$ cat src/rtl/mem_port_arbiter_if.sv
// ---------------------------------------------------------------------------
// mem_port_arbiter_if
// Bundles the three buses around the data-memory arbiter:
//   cpu_*  : core load/store path (cpu_req/we/addr/wdata in, cpu_rdata/stall out)
//   host_* : host request channel (valid/we/lock/addr/wdata in,
//            ready/rvalid/rdata out)
//   mem_*  : single memory port (addr/wdata/we/re out, rdata in)
//   grant_host : status, host owns the port this cycle
// The arbiter connects through the slave modport; the requesters and the
// memory side connect through the master modport.
// ---------------------------------------------------------------------------
interface mem_port_arbiter_if #(
    parameter int ADDR_W = 16,
    parameter int DATA_W = 16
);
    logic              cpu_req;
    logic              cpu_we;
    logic [ADDR_W-1:0] cpu_addr;
    logic [DATA_W-1:0] cpu_wdata;
    logic [DATA_W-1:0] cpu_rdata;
    logic              cpu_stall;

    logic              host_valid;
    logic              host_we;
    logic              host_lock;
    logic [ADDR_W-1:0] host_addr;
    logic [DATA_W-1:0] host_wdata;
    logic              host_ready;
    logic              host_rvalid;
    logic [DATA_W-1:0] host_rdata;

    logic [ADDR_W-1:0] mem_addr;
    logic [DATA_W-1:0] mem_wdata;
    logic              mem_we;
    logic              mem_re;
    logic [DATA_W-1:0] mem_rdata;

    logic              grant_host;

    modport slave (
        input  cpu_req, cpu_we, cpu_addr, cpu_wdata,
        output cpu_rdata, cpu_stall,
        input  host_valid, host_we, host_lock, host_addr, host_wdata,
        output host_ready, host_rvalid, host_rdata,
        output mem_addr, mem_wdata, mem_we, mem_re,
        input  mem_rdata,
        output grant_host
    );

    modport master (
        output cpu_req, cpu_we, cpu_addr, cpu_wdata,
        input  cpu_rdata, cpu_stall,
        output host_valid, host_we, host_lock, host_addr, host_wdata,
        input  host_ready, host_rvalid, host_rdata,
        input  mem_addr, mem_wdata, mem_we, mem_re,
        output mem_rdata,
        input  grant_host
    );
endinterface

$ cat src/rtl/mem_port_arbiter.sv
// ---------------------------------------------------------------------------
// mem_port_arbiter
// Shares one single-ported data memory between the single-cycle core and a
// host port. At most one requester is granted per cycle; the loser waits.
// Round-robin arbitration, except that a host holding host_lock keeps the
// port for up to HOST_MAX_BURST consecutive grants.
//
// Ports
//   clk              : rising-edge clock
//   reset            : asynchronous, active-low
//   bus              : cpu/host/memory buses (mem_port_arbiter_if.slave)
//   o_dbg_last_grant : 1 = host was the last grantee, 0 = CPU
//   o_dbg_burst_cnt  : consecutive host grants counter
//
// Host handshake: a request transfers on a rising edge where host_valid and
// host_ready are both 1. The host holds host_valid and its payload stable
// until host_ready; host_ready is never 1 without host_valid. A read returns
// host_rvalid/host_rdata exactly one cycle after its transfer. The CPU side
// has no ready: cpu_stall=1 tells the core to re-present the same access.
// ---------------------------------------------------------------------------
module mem_port_arbiter #(
    parameter int ADDR_W         = 16,
    parameter int DATA_W         = 16,
    parameter int HOST_MAX_BURST = 4
) (
    input  logic                                 clk,
    input  logic                                 reset,
    mem_port_arbiter_if.slave                    bus,
    output logic                                 o_dbg_last_grant,
    output logic [$clog2(HOST_MAX_BURST+1)-1:0]  o_dbg_burst_cnt
);
    localparam int CNT_W = $clog2(HOST_MAX_BURST + 1);
    localparam logic [CNT_W-1:0] MAX_C = CNT_W'(HOST_MAX_BURST);

    typedef enum logic {
        GNT_CPU  = 1'b0,
        GNT_HOST = 1'b1
    } grant_t;

    grant_t            r_last_grant;
    logic [CNT_W-1:0]  r_burst_cnt;
    logic              r_lock_q;
    logic              r_host_rvalid;
    logic [DATA_W-1:0] r_host_rdata;

    logic              w_cpu_gnt;
    logic              w_host_gnt;
    logic [ADDR_W-1:0] w_mem_addr;
    logic [DATA_W-1:0] w_mem_wdata;
    logic              w_mem_we;
    logic              w_mem_re;
    logic [DATA_W-1:0] w_cpu_rdata;

    // Grant decision. Gating with reset forces every grant-derived output
    // (mem_we/re, host_ready, grant_host, cpu_stall) low while in reset.
    always_comb begin
        w_cpu_gnt  = 1'b0;
        w_host_gnt = 1'b0;
        if (reset) begin
            if (bus.cpu_req && bus.host_valid) begin
                if (r_lock_q && (r_burst_cnt < MAX_C)) begin
                    w_host_gnt = 1'b1;
                end else if (r_last_grant == GNT_HOST) begin
                    w_cpu_gnt = 1'b1;
                end else begin
                    w_host_gnt = 1'b1;
                end
            end else if (bus.cpu_req) begin
                w_cpu_gnt = 1'b1;
            end else if (bus.host_valid) begin
                w_host_gnt = 1'b1;
            end
        end
    end

    // Memory port mux; an ungranted cycle leaves the port fully quiet.
    always_comb begin
        w_mem_addr  = '0;
        w_mem_wdata = '0;
        w_mem_we    = 1'b0;
        w_mem_re    = 1'b0;
        w_cpu_rdata = '0;
        if (w_cpu_gnt) begin
            w_mem_addr  = bus.cpu_addr;
            w_mem_wdata = bus.cpu_wdata;
            w_mem_we    = bus.cpu_we;
            w_mem_re    = ~bus.cpu_we;
            w_cpu_rdata = bus.mem_rdata;
        end else if (w_host_gnt) begin
            w_mem_addr  = bus.host_addr;
            w_mem_wdata = bus.host_wdata;
            w_mem_we    = bus.host_we;
            w_mem_re    = ~bus.host_we;
        end
    end

    assign bus.mem_addr    = w_mem_addr;
    assign bus.mem_wdata   = w_mem_wdata;
    assign bus.mem_we      = w_mem_we;
    assign bus.mem_re      = w_mem_re;
    assign bus.cpu_rdata   = w_cpu_rdata;
    assign bus.cpu_stall   = bus.cpu_req & ~w_cpu_gnt & reset;
    assign bus.host_ready  = w_host_gnt;
    assign bus.grant_host  = w_host_gnt;
    assign bus.host_rvalid = r_host_rvalid;
    assign bus.host_rdata  = r_host_rdata;

    assign o_dbg_last_grant = (r_last_grant == GNT_HOST);
    assign o_dbg_burst_cnt  = r_burst_cnt;

    // Reset leaves last_grant = HOST so the CPU wins the first contention.
    always_ff @(posedge clk or negedge reset) begin
        if (!reset) begin
            r_last_grant  <= GNT_HOST;
            r_burst_cnt   <= '0;
            r_lock_q      <= 1'b0;
            r_host_rvalid <= 1'b0;
            r_host_rdata  <= '0;
        end else if (w_host_gnt) begin
            r_last_grant  <= GNT_HOST;
            r_lock_q      <= bus.host_lock;
            if (r_burst_cnt != MAX_C) begin
                r_burst_cnt <= r_burst_cnt + CNT_W'(1);
            end
            r_host_rvalid <= ~bus.host_we;
            if (!bus.host_we) begin
                r_host_rdata <= bus.mem_rdata;
            end
        end else if (w_cpu_gnt) begin
            r_last_grant  <= GNT_CPU;
            r_burst_cnt   <= '0;
            r_lock_q      <= 1'b0;
            r_host_rvalid <= 1'b0;
        end else begin
            r_burst_cnt   <= '0;
            r_host_rvalid <= 1'b0;
        end
    end
endmodule
$ cat src/flat_wrapper.sv
// flat-port wrapper written by rule: the top's interface ports become plain ports
module mem_port_arbiter_flat 
#(
    parameter int ADDR_W         = 16,
    parameter int DATA_W         = 16,
    parameter int HOST_MAX_BURST = 4
)
  (clk, reset, o_dbg_last_grant, o_dbg_burst_cnt, bus_cpu_req, bus_cpu_we, bus_cpu_addr, bus_cpu_wdata, bus_cpu_rdata, bus_cpu_stall, bus_host_valid, bus_host_we, bus_host_lock, bus_host_addr, bus_host_wdata, bus_host_ready, bus_host_rvalid, bus_host_rdata, bus_mem_addr, bus_mem_wdata, bus_mem_we, bus_mem_re, bus_mem_rdata, bus_grant_host);
  mem_port_arbiter_if #(.ADDR_W(ADDR_W), .DATA_W(DATA_W)) bus_i ();
  input  logic clk;
  input  logic reset;
  output logic o_dbg_last_grant;
  output logic [$clog2(HOST_MAX_BURST+1)-1:0] o_dbg_burst_cnt;
  input wire logic [$bits(bus_i.cpu_req)-1:0] bus_cpu_req;
  input wire logic [$bits(bus_i.cpu_we)-1:0] bus_cpu_we;
  input wire logic [$bits(bus_i.cpu_addr)-1:0] bus_cpu_addr;
  input wire logic [$bits(bus_i.cpu_wdata)-1:0] bus_cpu_wdata;
  output wire logic [$bits(bus_i.cpu_rdata)-1:0] bus_cpu_rdata;
  output wire logic [$bits(bus_i.cpu_stall)-1:0] bus_cpu_stall;
  input wire logic [$bits(bus_i.host_valid)-1:0] bus_host_valid;
  input wire logic [$bits(bus_i.host_we)-1:0] bus_host_we;
  input wire logic [$bits(bus_i.host_lock)-1:0] bus_host_lock;
  input wire logic [$bits(bus_i.host_addr)-1:0] bus_host_addr;
  input wire logic [$bits(bus_i.host_wdata)-1:0] bus_host_wdata;
  output wire logic [$bits(bus_i.host_ready)-1:0] bus_host_ready;
  output wire logic [$bits(bus_i.host_rvalid)-1:0] bus_host_rvalid;
  output wire logic [$bits(bus_i.host_rdata)-1:0] bus_host_rdata;
  output wire logic [$bits(bus_i.mem_addr)-1:0] bus_mem_addr;
  output wire logic [$bits(bus_i.mem_wdata)-1:0] bus_mem_wdata;
  output wire logic [$bits(bus_i.mem_we)-1:0] bus_mem_we;
  output wire logic [$bits(bus_i.mem_re)-1:0] bus_mem_re;
  input wire logic [$bits(bus_i.mem_rdata)-1:0] bus_mem_rdata;
  output wire logic [$bits(bus_i.grant_host)-1:0] bus_grant_host;
  assign bus_i.cpu_req = bus_cpu_req;
  assign bus_i.cpu_we = bus_cpu_we;
  assign bus_i.cpu_addr = bus_cpu_addr;
  assign bus_i.cpu_wdata = bus_cpu_wdata;
  assign bus_cpu_rdata = bus_i.cpu_rdata;
  assign bus_cpu_stall = bus_i.cpu_stall;
  assign bus_i.host_valid = bus_host_valid;
  assign bus_i.host_we = bus_host_we;
  assign bus_i.host_lock = bus_host_lock;
  assign bus_i.host_addr = bus_host_addr;
  assign bus_i.host_wdata = bus_host_wdata;
  assign bus_host_ready = bus_i.host_ready;
  assign bus_host_rvalid = bus_i.host_rvalid;
  assign bus_host_rdata = bus_i.host_rdata;
  assign bus_mem_addr = bus_i.mem_addr;
  assign bus_mem_wdata = bus_i.mem_wdata;
  assign bus_mem_we = bus_i.mem_we;
  assign bus_mem_re = bus_i.mem_re;
  assign bus_i.mem_rdata = bus_mem_rdata;
  assign bus_grant_host = bus_i.grant_host;
  mem_port_arbiter #(.ADDR_W(ADDR_W), .DATA_W(DATA_W), .HOST_MAX_BURST(HOST_MAX_BURST)) u_core (.clk(clk), .reset(reset), .bus(bus_i), .o_dbg_last_grant(o_dbg_last_grant), .o_dbg_burst_cnt(o_dbg_burst_cnt));
endmodule
$ cat config.mk
export PLATFORM = sky130hd
export DESIGN_NAME = mem_port_arbiter_flat
export DESIGN_NICKNAME = d
export VERILOG_FILES = /design/src/rtl/mem_port_arbiter_if.sv /design/src/rtl/mem_port_arbiter.sv /design/src/flat_wrapper.sv
export SDC_FILE = /design/constraint.sdc
export NUM_CORES = 1
export LEC_CHECK = 0
export CAP_MARGIN = 30
export CORE_MARGIN = 4
export CORE_UTILIZATION = 25
export DETAILED_ROUTE_END_ITERATION = 12
export PLACE_DENSITY = 0.77
export SYNTH_ARGS = -nofsm -noshare
export SYNTH_HDL_FRONTEND = slang
export SYNTH_SLANG_ARGS = --single-unit
$ cat constraint.sdc
create_clock -name clk -period 1.69 [get_ports clk]
set_clock_uncertainty 0.05 [all_clocks]
set_input_delay 0.4225 -clock clk [delete_from_list [all_inputs] [get_ports clk]]
set_output_delay 0.4225 -clock clk [all_outputs]
set_load 0.01 [all_outputs]
### Yosys cells after proc, flatten, opt, wreduce, memory -nomap -nowiden

Cells that the tools add are included.

* output and inout port bits: 74
* register bits after elaboration: 22

* mux-type cells: 25
* $lt $le $gt $ge: 1
* equal/unequal tests: 2
* reductions and logical operators: 4
* bitwise operators: 5
* add/sub/neg operators: 1

Operators with widths (count)
* 16-bit two-way mux: 5
* 1-bit two-way mux: 18
* 3-bit two-way mux: 2
* 3-bit by 1-bit adder with 3-bit output (second input constant): 1
* 3-bit < comparator (second input constant): 1
* 3-bit inequality test (second input constant): 1
* 1-bit inverter: 3
* 1-bit bitwise AND: 2
* 1-bit logical AND: 2
* 2-bit by 1-bit inequality test with 1-bit output (second input constant): 1
* 2-bit AND reduction: 1
* 2-bit nonzero test: 1

### Logic depth before layout (Yosys ltp)

Gate-level depths: netlist (run 1).

* depth after elaboration: 8
* mapped depth: 5

### Worst setup path before layout (run 1)

OpenSTA, ideal clock, no wires.

* path type: register to output
* start: reg u_core.r_last_grant (netlist: u_core.o_dbg_last_grant)
* end: out bus_mem_wdata[10]
* arrival time: 1.446 ns
* buffers on the path: 1
* data required time: 1.217 ns
* path slack: -0.229 ns
* cell stages (with the launch flop): 6
* path through: dfstp_2 -> nand2_1 -> o211ai_4 -> inv_2 -> buf_6 -> a22o_1

* word-level cells in the longest chain between the ends: 6

Ends and longest elaborated chain
* start: declaration: RTL line mem_port_arbiter.sv:40 `grant_t r_last_grant;`
* start signal: assignment: RTL line mem_port_arbiter.sv:114 `r_last_grant <= GNT_HOST;`
* start signal: assignment: RTL line mem_port_arbiter.sv:120 `r_last_grant <= GNT_HOST;`
* start signal: assignment: RTL line mem_port_arbiter.sv:130 `r_last_grant <= GNT_CPU;`
* 1-bit two-way mux: RTL line mem_port_arbiter.sv:63 `end else if (r_last_grant == GNT_HOST) begin`
* 1-bit two-way mux: RTL line mem_port_arbiter.sv:61 `if (r_lock_q && (r_burst_cnt < MAX_C)) begin`
* 1-bit two-way mux: RTL line mem_port_arbiter.sv:60 `if (bus.cpu_req && bus.host_valid) begin`
* 1-bit two-way mux: RTL line mem_port_arbiter.sv:59 `if (reset) begin`
* via bus_grant_host: RTL line flat_wrapper.sv:33 `output wire logic [$bits(bus_i.grant_host)-1:0] bus_grant_host;`
* 16-bit two-way mux: RTL line mem_port_arbiter.sv:89 `end else if (w_host_gnt) begin`
* 16-bit two-way mux: RTL line mem_port_arbiter.sv:83 `if (w_cpu_gnt) begin`
* end: declaration: RTL line flat_wrapper.sv:29 `output wire logic [$bits(bus_i.mem_wdata)-1:0] bus_mem_wdata;`

The timed path passes the listed nets, and every way through them passes these cells.

### Worst setup path after layout (run 1)

* start: reg u_core.r_last_grant (netlist: u_core.o_dbg_last_grant)
* end: out bus_mem_addr[2]

* word-level cells in the longest chain between the ends: 6

Ends and longest elaborated chain
* 1-bit two-way mux: RTL line mem_port_arbiter.sv:63
* 1-bit two-way mux: RTL line mem_port_arbiter.sv:61
* 1-bit two-way mux: RTL line mem_port_arbiter.sv:60
* 1-bit two-way mux: RTL line mem_port_arbiter.sv:59
* 16-bit two-way mux: RTL line mem_port_arbiter.sv:89
* 16-bit two-way mux *: RTL line mem_port_arbiter.sv:83
* end: declaration: RTL line flat_wrapper.sv:28 `output wire logic [$bits(bus_i.mem_addr)-1:0] bus_mem_addr;`

Mark *: on every way between the ends. The rest lies on a longest branch, timed or not.

==> results of run 1 <==
[cell usage after synthesis (all sizes together)]
cell | instances | area [µm²]
a211oi | 1 | 12.5
dfrtp | 21 | 526
nor2b | 2 | 15.0
o2bb2ai | 1 | 8.76
nand3 | 1 | 5.00
dfstp | 1 | 26.3
xnor2 | 1 | 8.76
a21oi | 1 | 5.00
nor3 | 1 | 5.00
clkbuf | 2 | 8.75
and3b | 1 | 8.76
buf | 8 | 67.6
nand2 | 7 | 26.3
o21ai | 3 | 26.3
and2 | 16 | 100
o211ai | 1 | 21.3
mux2 | 16 | 214
nor2 | 4 | 15.0
inv | 6 | 22.5
a22o | 34 | 298
ha | 2 | 25.0
[flip-flops by register name, summed over array words and instances, names as in the netlist]
name	count
u_core.bus.host_rdata	16
u_core.bus.host_rvalid	1
u_core.o_dbg_last_grant	1
u_core.r_lock_q	1
u_core.o_dbg_burst_cnt	3
[worst register-to-register path, stage by stage, from the launching register on]
cell      delay [ns]
dfstp_2         0.57
buf_6           0.12
nand2_4         0.06
o211ai_4        0.21
inv_6           0.10
buf_6           0.13
buf_4           0.12
a22o_1          0.22
[power groups by stage]
| stage | clock (µW) | sequential (µW) | combinational [µW] |
|---|---|---|---|
| 5_1_grt | 542 | 697 | 1290 |
| 3_3_place_gp | 0 | 690 | 1040 |
| 4_1_cts | 519 | 684 | 1210 |
| 3_5_place_dp | 0 | 696 | 1050 |
| 6_report | 506 | 685 | 1220 |
| 2_1_floorplan | 0 | 738 | 334 |
[cell families (layout without fill, tap and decap cells)]
logic type / after synthesis / in the layout / share of synthesized area, %
muxes: 16 / 16 / 14.8
AOI/OAI and AO/OA: 41 / 41 / 25.7
adders and majority gates: 2 / 2 / 1.73
buffers and inverters: 16 / 228 / 6.84
xor gates and xnor gates: 1 / 1 / 0.606
and+or+nand+nor: 32 / 32 / 12.1
DFF: 22 / 22 / 38.2
[layer usage]
layer  vias to the layer above  share of wire, %  wire (µm)  track usage [%]
met5                         -                 0          0                0
met1                       927                40       3020             24.9
met4                         0               2.5        187             6.14
li1                        910                 -          -                -
met2                        79                53       3990             38.1
met3                        20               5.1        384             5.13
[cell type report]
| class | count | area [µm²] | share of cell area [%] |
|---|---|---|---|
| inverter | 6 | 27.5 | 0.724 |
| clock buffer | 3 | 41.3 | 1.09 |
| sequential | 22 | 552 | 14.5 |
| multi-input combinational | 92 | 895 | 23.5 |
| tap | 72 | 90.1 | 2.37 |
| clock inverter | 1 | 30.0 | 0.790 |
| timing repair buffer | 218 | 2170 | 57.0 |
[through the flow]
stage / worst slack [ns] / hold WS (ns) / util [%]
after floorplan: -0.177 / 0.0769 / -
after detailed placement: -1.08 / 0.430 / 59.8
after global routing: -0.707 / 0.212 / 68.6
final: -0.620 / 0.195 / 68.6
after CTS: -0.626 / 0.192 / 68.7
after global placement: -1.08 / 0.424 / 59.8
[worst min path at each step]
stage | slack [ns] | to | start
floorplan | 0.08 | u_core.bus.host_rdata[0] | reset
global placement | 0.42 | u_core.r_lock_q | u_core.r_lock_q
detailed placement | 0.43 | u_core.r_lock_q | u_core.r_lock_q
CTS | 0.19 | u_core.r_lock_q | reset
global route | 0.21 | u_core.r_lock_q | reset
finish | 0.20 | u_core.r_lock_q | reset
[repair_timing]
item	in CTS	in global routing
pin swaps	10	2
gates cloned	10	0
resized for setup	290	15
endpoints found under the setup margin	74	75
setup buffers	23	3
==> impl_metrics.csv, run 1 <==
group,metric,value,unit
finish,fin_area,3800,µm²
synth,ys_seq_area_share,38.2,%
clock_network,clk_latency,0.27,ns
sta,period_share,137,%
clock_network,hold_buffers,0,
floorplanning,fp.dieW,84.0,µm
critical_path,reg2regPathDepth,7,
grt,grt_pass1_wl,12.1,mm
routing,drtAntennaViolNets,0,
placement,placed_cells,377,
critical_path,end_kind,"primary output",
routing,drtPass1Iterations,4,
finish,layout.cells.non_filler,414,
critical_path,worst-path-stages,7,
synth,ys_warn_count,0,
floorplanning,initial_core_util,26.1,%
clock_network,cts_buffer_depth,2,
placement,io_buffers,160,
routing,num_vias,1936,
finish,final_cell_mix,"clkdlybuf4s50_1 (95), buf_6 (45), a22o_1 (34), buf_2 (34), buf_4 (22)",
finish,antenna_cells,0,
pwr,sw_frac_of_total,27.8,%
routing,drc_errors,0,
outcome,status,"finished with violations",
sta,tns,-29.13,ns
critical_path,cp_cell_sequence,"buf_6 -> nand2_4 -> o211ai_4 -> inv_6 -> buf_6 -> a22o_1 -> buf_2",
critical_path,r2r_setup_slack,0,ns
clock_network,cts_sinks,22,
sta,fmax,433,MHz
floorplanning,fp-row-count,27,
finish,nFillCells,455,
routing,viasPerCell,4.68,
clock_network,h-tree-depth,1,
critical_path,critical_path.max_stage_delay,0.57,ns
finish,mostFrequentLayoutCell,"clkdlybuf4s50_1",
grt,grt_pass1_vias,2258,
finish,syn2layout_area_growth,163,%
floorplanning,core_area,5540,µm²
pwr,p_clk_share,21.0,%
critical_path,crit_path_frequent_cell,"buf_6",
synth,syn_inst,130,
sta,rsz0062_at_grt,"true",
floorplanning,die_y,84.0,µm
job,cap_violations,0,
placement,hpwl,5.09,mm
sta,tightest_slew,0.261,ns
placement,place_congestion,0.796,
worst_hold_path,hp-class,"primary input to async pin",
clock_network,clk_transition_reported_paths,0.09,ns
sta,relSlewSlack,82.4,%
sta,maxSlewViolCount,0,
critical_path,worstReg2RegStart,"u_core.o_dbg_last_grant",
pwr,total_power,2410,µW
routing,routed_wl,7.58,mm
pwr,internal_power,1740,µW
critical_path,rr_endpoint,"u_core.r_lock_q",
pwr,leakagePower,0.00191,µW
pwr,p_seq_share,28.5,%
floorplanning,die-area,7060,µm²
synth,ys_ff_latch,22,
finish,drive_gt1_share,46.2,%
clock_network,numCtsBuffers,3,
pwr,comb_power_share,50.5,%
critical_path,crit_type,"flop to primary output",
pwr,power_density,633,nW/µm²
synth,synth.avg_cell_area,11.1,µm²
finish,num-nets-final,432,
placement,placedInstanceArea,3310,µm²
critical_path,start_kind,"flop",
clock_network,cts_tree,"built",
sta,finalCriticalPeriod,2.31,ns
critical_path,crit_start,"u_core.o_dbg_last_grant",
sta,worst_slack,-0.620,ns
grt,grt.total_usage,21.3,%
synth,ys_types,28,
critical_path,crit_arrival,1.84,ns
synth,syn_area,1450,µm²
clock_network,cts-root-buf,"clkbuf_8",
critical_path,cp.required,1.22,ns
outcome,violations,"setup timing",
critical_path,path_delay_family,"flip-flops",
routing,wire_per_inst,18.3,µm
critical_path,slowest_stage,"dfstp_2",
pwr,switching_power,669,µW
routing,drt_iter0_markers,33,
grt,grt_antenna_before_repair,0,
sta,setup_violations,54,
synth,syn-num-nets,219,
critical_path,crit_fanout,8,
floorplanning,io_pins,161,
grt,grt_start_max_net_pins,20,
pwr,peakVddDrop,752,µV
grt,overflow,0,
sta,hold_viol,0,
critical_path,endpoint,"bus_mem_addr[2]",
critical_path,critPathBufInv,4,
(Power assumes the default switching activity.)
==> run 2, diff against run 1 <==
MAX_ROUTING_LAYER = met4   (was not set)
==> run 2 against run 1 <==
Compared with the run above: the flow still finishes with violations (setup timing); power hardly changed; maximum frequency hardly changed; die area stayed put; largest cell class unchanged; flip-flop and latch count stayed put; design area stayed put; register-to-register slack hardly changed; wire length hardly changed; largest power group unchanged; first-iteration DRC count is 21% higher.
==> impl_metrics.csv, run 2 (synthesized netlist as in run 1, its figures left out) <==
group,metric,value,unit
grt,grt.total_usage,21.9,%
sta,relSlewSlack,82.9,%
critical_path,end_kind,"primary output",
critical_path,crit_path_frequent_cell,"buf_6",
routing,routed_wl,7.58,mm
critical_path,start_kind,"flop",
clock_network,cts_sinks,22,
critical_path,critical_path.max_stage_delay,0.57,ns
floorplanning,die_y,84.0,µm
placement,hpwl,5.09,mm
critical_path,crit_start,"u_core.o_dbg_last_grant",
clock_network,clk_latency,0.27,ns
floorplanning,fp-row-count,27,
sta,tightest_slew,0.254,ns
critical_path,cp_cell_sequence,"buf_6 -> nand2_4 -> o211ai_4 -> inv_6 -> buf_6 -> a22o_1 -> buf_2",
sta,whs,0.196,ns
floorplanning,io_pins,161,
placement,placedInstanceArea,3310,µm²
sta,rsz0062_at_grt,"true",
finish,largest_reg_flops,16,
routing,wire_per_inst,18.3,µm
sta,period_share,137,%
grt,grt_start_max_net_pins,20,
outcome,violations,"setup timing",
grt,overflow,0,
finish,final_cell_mix,"clkdlybuf4s50_1 (95), buf_6 (45), a22o_1 (34), buf_2 (34), buf_4 (22)",
clock_network,numCtsBuffers,3,
routing,drtAntennaViolNets,0,
floorplanning,fp.dieW,84.0,µm
critical_path,rr_endpoint,"u_core.r_lock_q",
finish,layout.cells.non_filler,414,
clock_network,cts-root-buf,"clkbuf_8",
finish,antenna_cells,0,
sta,fmax,433,MHz
placement,placed_cells,377,
critical_path,cp.required,1.22,ns
grt,grt_antenna_before_repair,0,
placement,place_congestion,0.807,
sta,maxSlewViolCount,0,
finish,fin_area,3800,µm²
clock_network,hold_buffers,0,
critical_path,reg2regPathDepth,7,
grt,grt_pass1_vias,2258,
placement,io_buffers,160,
job,cap_violations,0,
floorplanning,die-area,7060,µm²
sta,hold_viol,0,
sta,finalCriticalPeriod,2.31,ns
finish,syn2layout_area_growth,163,%
pwr,peakVddDrop,753,µV
grt,grt_pass1_wl,12.1,mm
clock_network,clk_transition_reported_paths,0.09,ns
floorplanning,core_area,5540,µm²
routing,drt_iter0_markers,40,
critical_path,crit_type,"flop to primary output",
clock_network,cts_tree,"built",
routing,drc_errors,0,
outcome,status,"finished with violations",
routing,viasPerCell,4.66,
worst_hold_path,hp-class,"primary input to async pin",
clock_network,h-tree-depth,1,
pwr,leakagePower,0.00191,µW
clock_network,cts_buffer_depth,2,
pwr,power_density,633,nW/µm²
finish,mostFrequentLayoutCell,"clkdlybuf4s50_1",
critical_path,endpoint,"bus_mem_addr[2]",
critical_path,r2r_setup_slack,0,ns
sta,worst_slack,-0.619,ns
finish,drive_gt1_share,46.2,%
floorplanning,initial_core_util,26.1,%
critical_path,crit_fanout,8,
sta,setup_violations,54,
critical_path,crit_arrival,1.84,ns
routing,drtPass1Iterations,4,
critical_path,worstReg2RegStart,"u_core.o_dbg_last_grant",
routing,num_vias,1929,
finish,num-nets-final,432,
critical_path,slowest_stage,"dfstp_2",
## run 2: area by class of cell
class	count	area [µm²]
Sequential cell	22	552
Inverter	6	27.5
Clock buffer	3	41.3
Tap cell	72	90.1
Timing Repair Buffer	218	2170
Multi-Input combinational cell	92	895
Clock inverter	1	30.0
Fill cell	455	1740
## run 2: where the power goes
group	internal [µW]	leakage, µW	total [µW]	switching, µW
sequential	628	0.000268	685	57.6
combinational	794	0.00160	1220	423
clock	317	0.0000357	506	189
## run 2: worst min-delay path by stage
stage	startpoint	endpoint	depth (start not counted)
2_1_floorplan	reset	u_core.bus.host_rdata[0]	0
3_3_place_gp	u_core.r_lock_q	u_core.r_lock_q	1
3_5_place_dp	u_core.r_lock_q	u_core.r_lock_q	1
4_1_cts	reset	u_core.r_lock_q	2
5_1_grt	reset	u_core.r_lock_q	2
6_report	reset	u_core.r_lock_q	2
## run 2: routing by layer
metal / routed length [µm] / global-route usage, % / vias to the layer above
met3: 348 / 4.64 / 20
li1: - / - / 910
met5: 0 / - / -
met2: 3990 / 38.1 / 77
met4: 189 / 6.14 / 0
met1: 3050 / 25.2 / 922
## run 2: timing repair
| item | in CTS | in global routing |
|---|---|---|
| cloned | 10 | 0 |
| resized for setup | 290 | 15 |
| setup endpoints to repair | 74 | 75 |
| pin swaps | 10 | 2 |
| buffers inserted | 23 | 3 |
## run 2: through the flow
stage	setup slack, ns	util [%]	TNS [ns]	power, µW
floorplan	-0.177	-	-6.10	1070
global placement	-1.08	59.8	-65.47	1730
detailed placement	-1.08	59.8	-65.32	1740
CTS	-0.626	68.7	-30.39	2410
global route	-0.707	68.6	-33.70	2530
finish	-0.619	68.6	-29.09	2410
## run 2: worst max-delay path: cells and delay by family (launching register included)
kind                   cells  cell delay [ns]
flip-flops                 1             0.57
buffers and inverters      4             0.51
AO/OA/AOI/OAI              2             0.42
AND/OR/NAND/NOR            1             0.06
==> run 3, diff against run 2 <==
GPL_TIMING_DRIVEN = 1   (was not set)
SETUP_SLACK_MARGIN = 0.5   (was not set)
==> run 3 against run 2 <==
Compared with the run above: the flow still finishes with violations (setup timing); combinational power increased by 16%; via count grew 6.4%; power up 1.5%; sequential share of layout area down 1.0 points; largest power group unchanged; first-iteration DRC count is 25% lower; maximum frequency down 2.4%; largest cell class unchanged; critical path type unchanged.
==> impl_metrics.csv, run 3 (synthesized netlist as in run 1, its figures left out) <==
group,metric,value,unit
placement,hpwl,5.12,mm
grt,grt_start_max_net_pins,25,
finish,fin_area,4090,µm²
floorplanning,fp-row-count,27,
pwr,comb_power_share,58.3,%
routing,drtPass1Iterations,4,
finish,largest_reg_flops,16,
clock_network,cts-root-buf,"clkbuf_8",
finish,layout.cells.non_filler,448,
critical_path,reg2regPathDepth,8,
finish,syn2layout_area_growth,183,%
sta,hold_viol,0,
outcome,violations,"setup timing",
pwr,sw_frac_of_total,29.0,%
critical_path,worstReg2RegStart,"u_core.o_dbg_last_grant",
critical_path,cp.required,1.22,ns
clock_network,clk_transition_reported_paths,0.08,ns
critical_path,crit_arrival,1.89,ns
grt,grt_busiest_layer,"met2",
finish,antenna_cells,0,
finish,drive_gt1_share,58.0,%
clock_network,cts_buffer_depth,2,
routing,num_vias,2053,
routing,viasPerCell,4.58,
placement,placedInstanceArea,3380,µm²
critical_path,end_kind,"primary output",
floorplanning,die_y,84.0,µm
worst_hold_path,hp-class,"primary input to async pin",
sta,setup_violations,71,
sta,maxSlewViolCount,0,
placement,io_buffers,160,
routing,wire_per_inst,18.1,µm
routing,drtAntennaViolNets,0,
clock_network,numCtsBuffers,3,
grt,grtUsageMet1,22.6,%
grt,gr-usage-met3,4.15,%
grt,grt.total_usage,20.9,%
clock_network,h-tree-depth,1,
sta,fmax,423,MHz
sta,relSlewSlack,75.8,%
job,cap_violations,0,
sta,worst_slack,-0.675,ns
floorplanning,die-area,7060,µm²
pwr,leakagePower,0.00205,µW
critical_path,crit_fanout,6,
floorplanning,io_pins,161,
finish,mostFrequentLayoutCell,"clkdlybuf4s50_1",
routing,drc_errors,0,
sta,rsz0062_at_grt,"true",
finish,final_cell_mix,"clkdlybuf4s50_1 (83), buf_6 (57), buf_2 (47)",
finish,num-nets-final,466,
outcome,status,"finished with violations",
floorplanning,fp.dieW,84.0,µm
floorplanning,core_area,5540,µm²
sta,finalCriticalPeriod,2.36,ns
placement,place_congestion,0.804,
pwr,switching_power,708,µW
critical_path,rr_endpoint,"u_core.bus.host_rdata[11]",
grt,overflow,0,
grt,use_met2,38.8,%
clock_network,clk_latency,0.26,ns
pwr,internal_power,1740,µW
sta,tightest_slew,0.360,ns
pwr,p_seq_share,28.2,%
clock_network,hold_buffers,0,
pwr,power_density,597,nW/µm²
routing,routed_wl,8.10,mm
grt,grt_pass1_wl,11.5,mm
grt,grt_pass1_vias,2090,
pwr,p_clk_share,13.6,%
sta,period_share,140,%
pwr,peakVddDrop,369,µV
routing,drt_iter0_markers,30,
critical_path,start_kind,"flop",
clock_network,cts_tree,"built",
clock_network,cts_sinks,22,
grt,grt_antenna_before_repair,0,
floorplanning,initial_core_util,26.1,%
critical_path,r2r_setup_slack,-0.34,ns
critical_path,crit_type,"flop to primary output",
placement,placed_cells,380,
==> run 3: cell count changes in the layout (fill, tap and decap cells not counted), moves of 4 or more <==
cell | before | now
buf_2 | 34 | 47
dlymetal6s2s_1 | 6 | 0
clkdlybuf4s50_1 | 95 | 83
buf_12 | 3 | 7
buf_4 | 22 | 44
clkbuf_16 | 0 | 4
buf_6 | 45 | 57
==> run 3: through the flow <==
step / hold slack, ns / util (%) / worst slack [ns] / setup TNS (ns) / power [µW]
3_3_place_gp: 0.433 / 61.0 / -1.12 / -68.41 / 1770
4_1_cts: 0.353 / 67.2 / -0.644 / -30.34 / 2230
6_report: 0.359 / 73.9 / -0.675 / -37.06 / 2440
5_1_grt: 0.387 / 73.9 / -0.767 / -41.73 / 2570
2_1_floorplan: 0.0769 / - / -0.177 / -6.10 / 1100
3_5_place_dp: 0.444 / 61.0 / -1.15 / -70.56 / 1780
==> run 3: worst max-delay path: stages, from the launching register on <==
cell             delay (ns)
dfstp_2                0.57
buf_6                  0.11
nand2_4                0.06
o211ai_4               0.21
inv_4                  0.11
buf_6                  0.14
a22o_1                 0.20
clkdlybuf4s15_2        0.22
==> run 3: worst max-delay path by stage <==
stage | start | to | slack (ns) | cells after the start
6_report | u_core.o_dbg_last_grant | bus_mem_addr[2] | -0.67 | 7
5_1_grt | u_core.o_dbg_last_grant | bus_mem_addr[2] | -0.77 | 7
4_1_cts | u_core.o_dbg_last_grant | bus_mem_addr[4] | -0.64 | 7
3_5_place_dp | bus_cpu_req | bus_mem_addr[7] | -1.15 | 6
3_3_place_gp | bus_cpu_req | bus_mem_addr[7] | -1.12 | 6
2_1_floorplan | u_core.o_dbg_last_grant | bus_mem_wdata[10] | -0.18 | 5
==> run 3: power groups by stage <==
| stage | clock network [µW] | registers [µW] | logic (µW) |
|---|---|---|---|
| detailed placement | 0 | 699 | 1090 |
| global placement | 0 | 691 | 1080 |
| global route | 362 | 700 | 1510 |
| CTS | 339 | 683 | 1210 |
| floorplan | 0 | 740 | 361 |
| finish | 331 | 688 | 1420 |
==> run 3: timing repair <==
item | 4_1_cts | 5_1_grt
pin swaps | 8 | 9
setup endpoints to repair | 96 | 96
resized for setup | 354 | 21
gates cloned | 6 | 4
buffers inserted | 29 | 25
==> run 3: final cells by class <==
cell class                      instances  area (µm²)
Fill cell                             390        1450
Inverter                                6        25.0
Sequential cell                        22         553
Tap cell                               72        90.1
Clock buffer                            4        45.0
Multi-Input combinational cell         92         915
Timing Repair Buffer                  252        2460
==> run 3: layer usage <==
metal | up-vias | part of all wire (%) | wire length, µm
met5 | - | 0 | 0
met4 | 0 | 2.6 | 214
met3 | 22 | 4.4 | 359
met2 | 75 | 56 | 4540
met1 | 979 | 37 | 2990
li1 | 977 | - | -
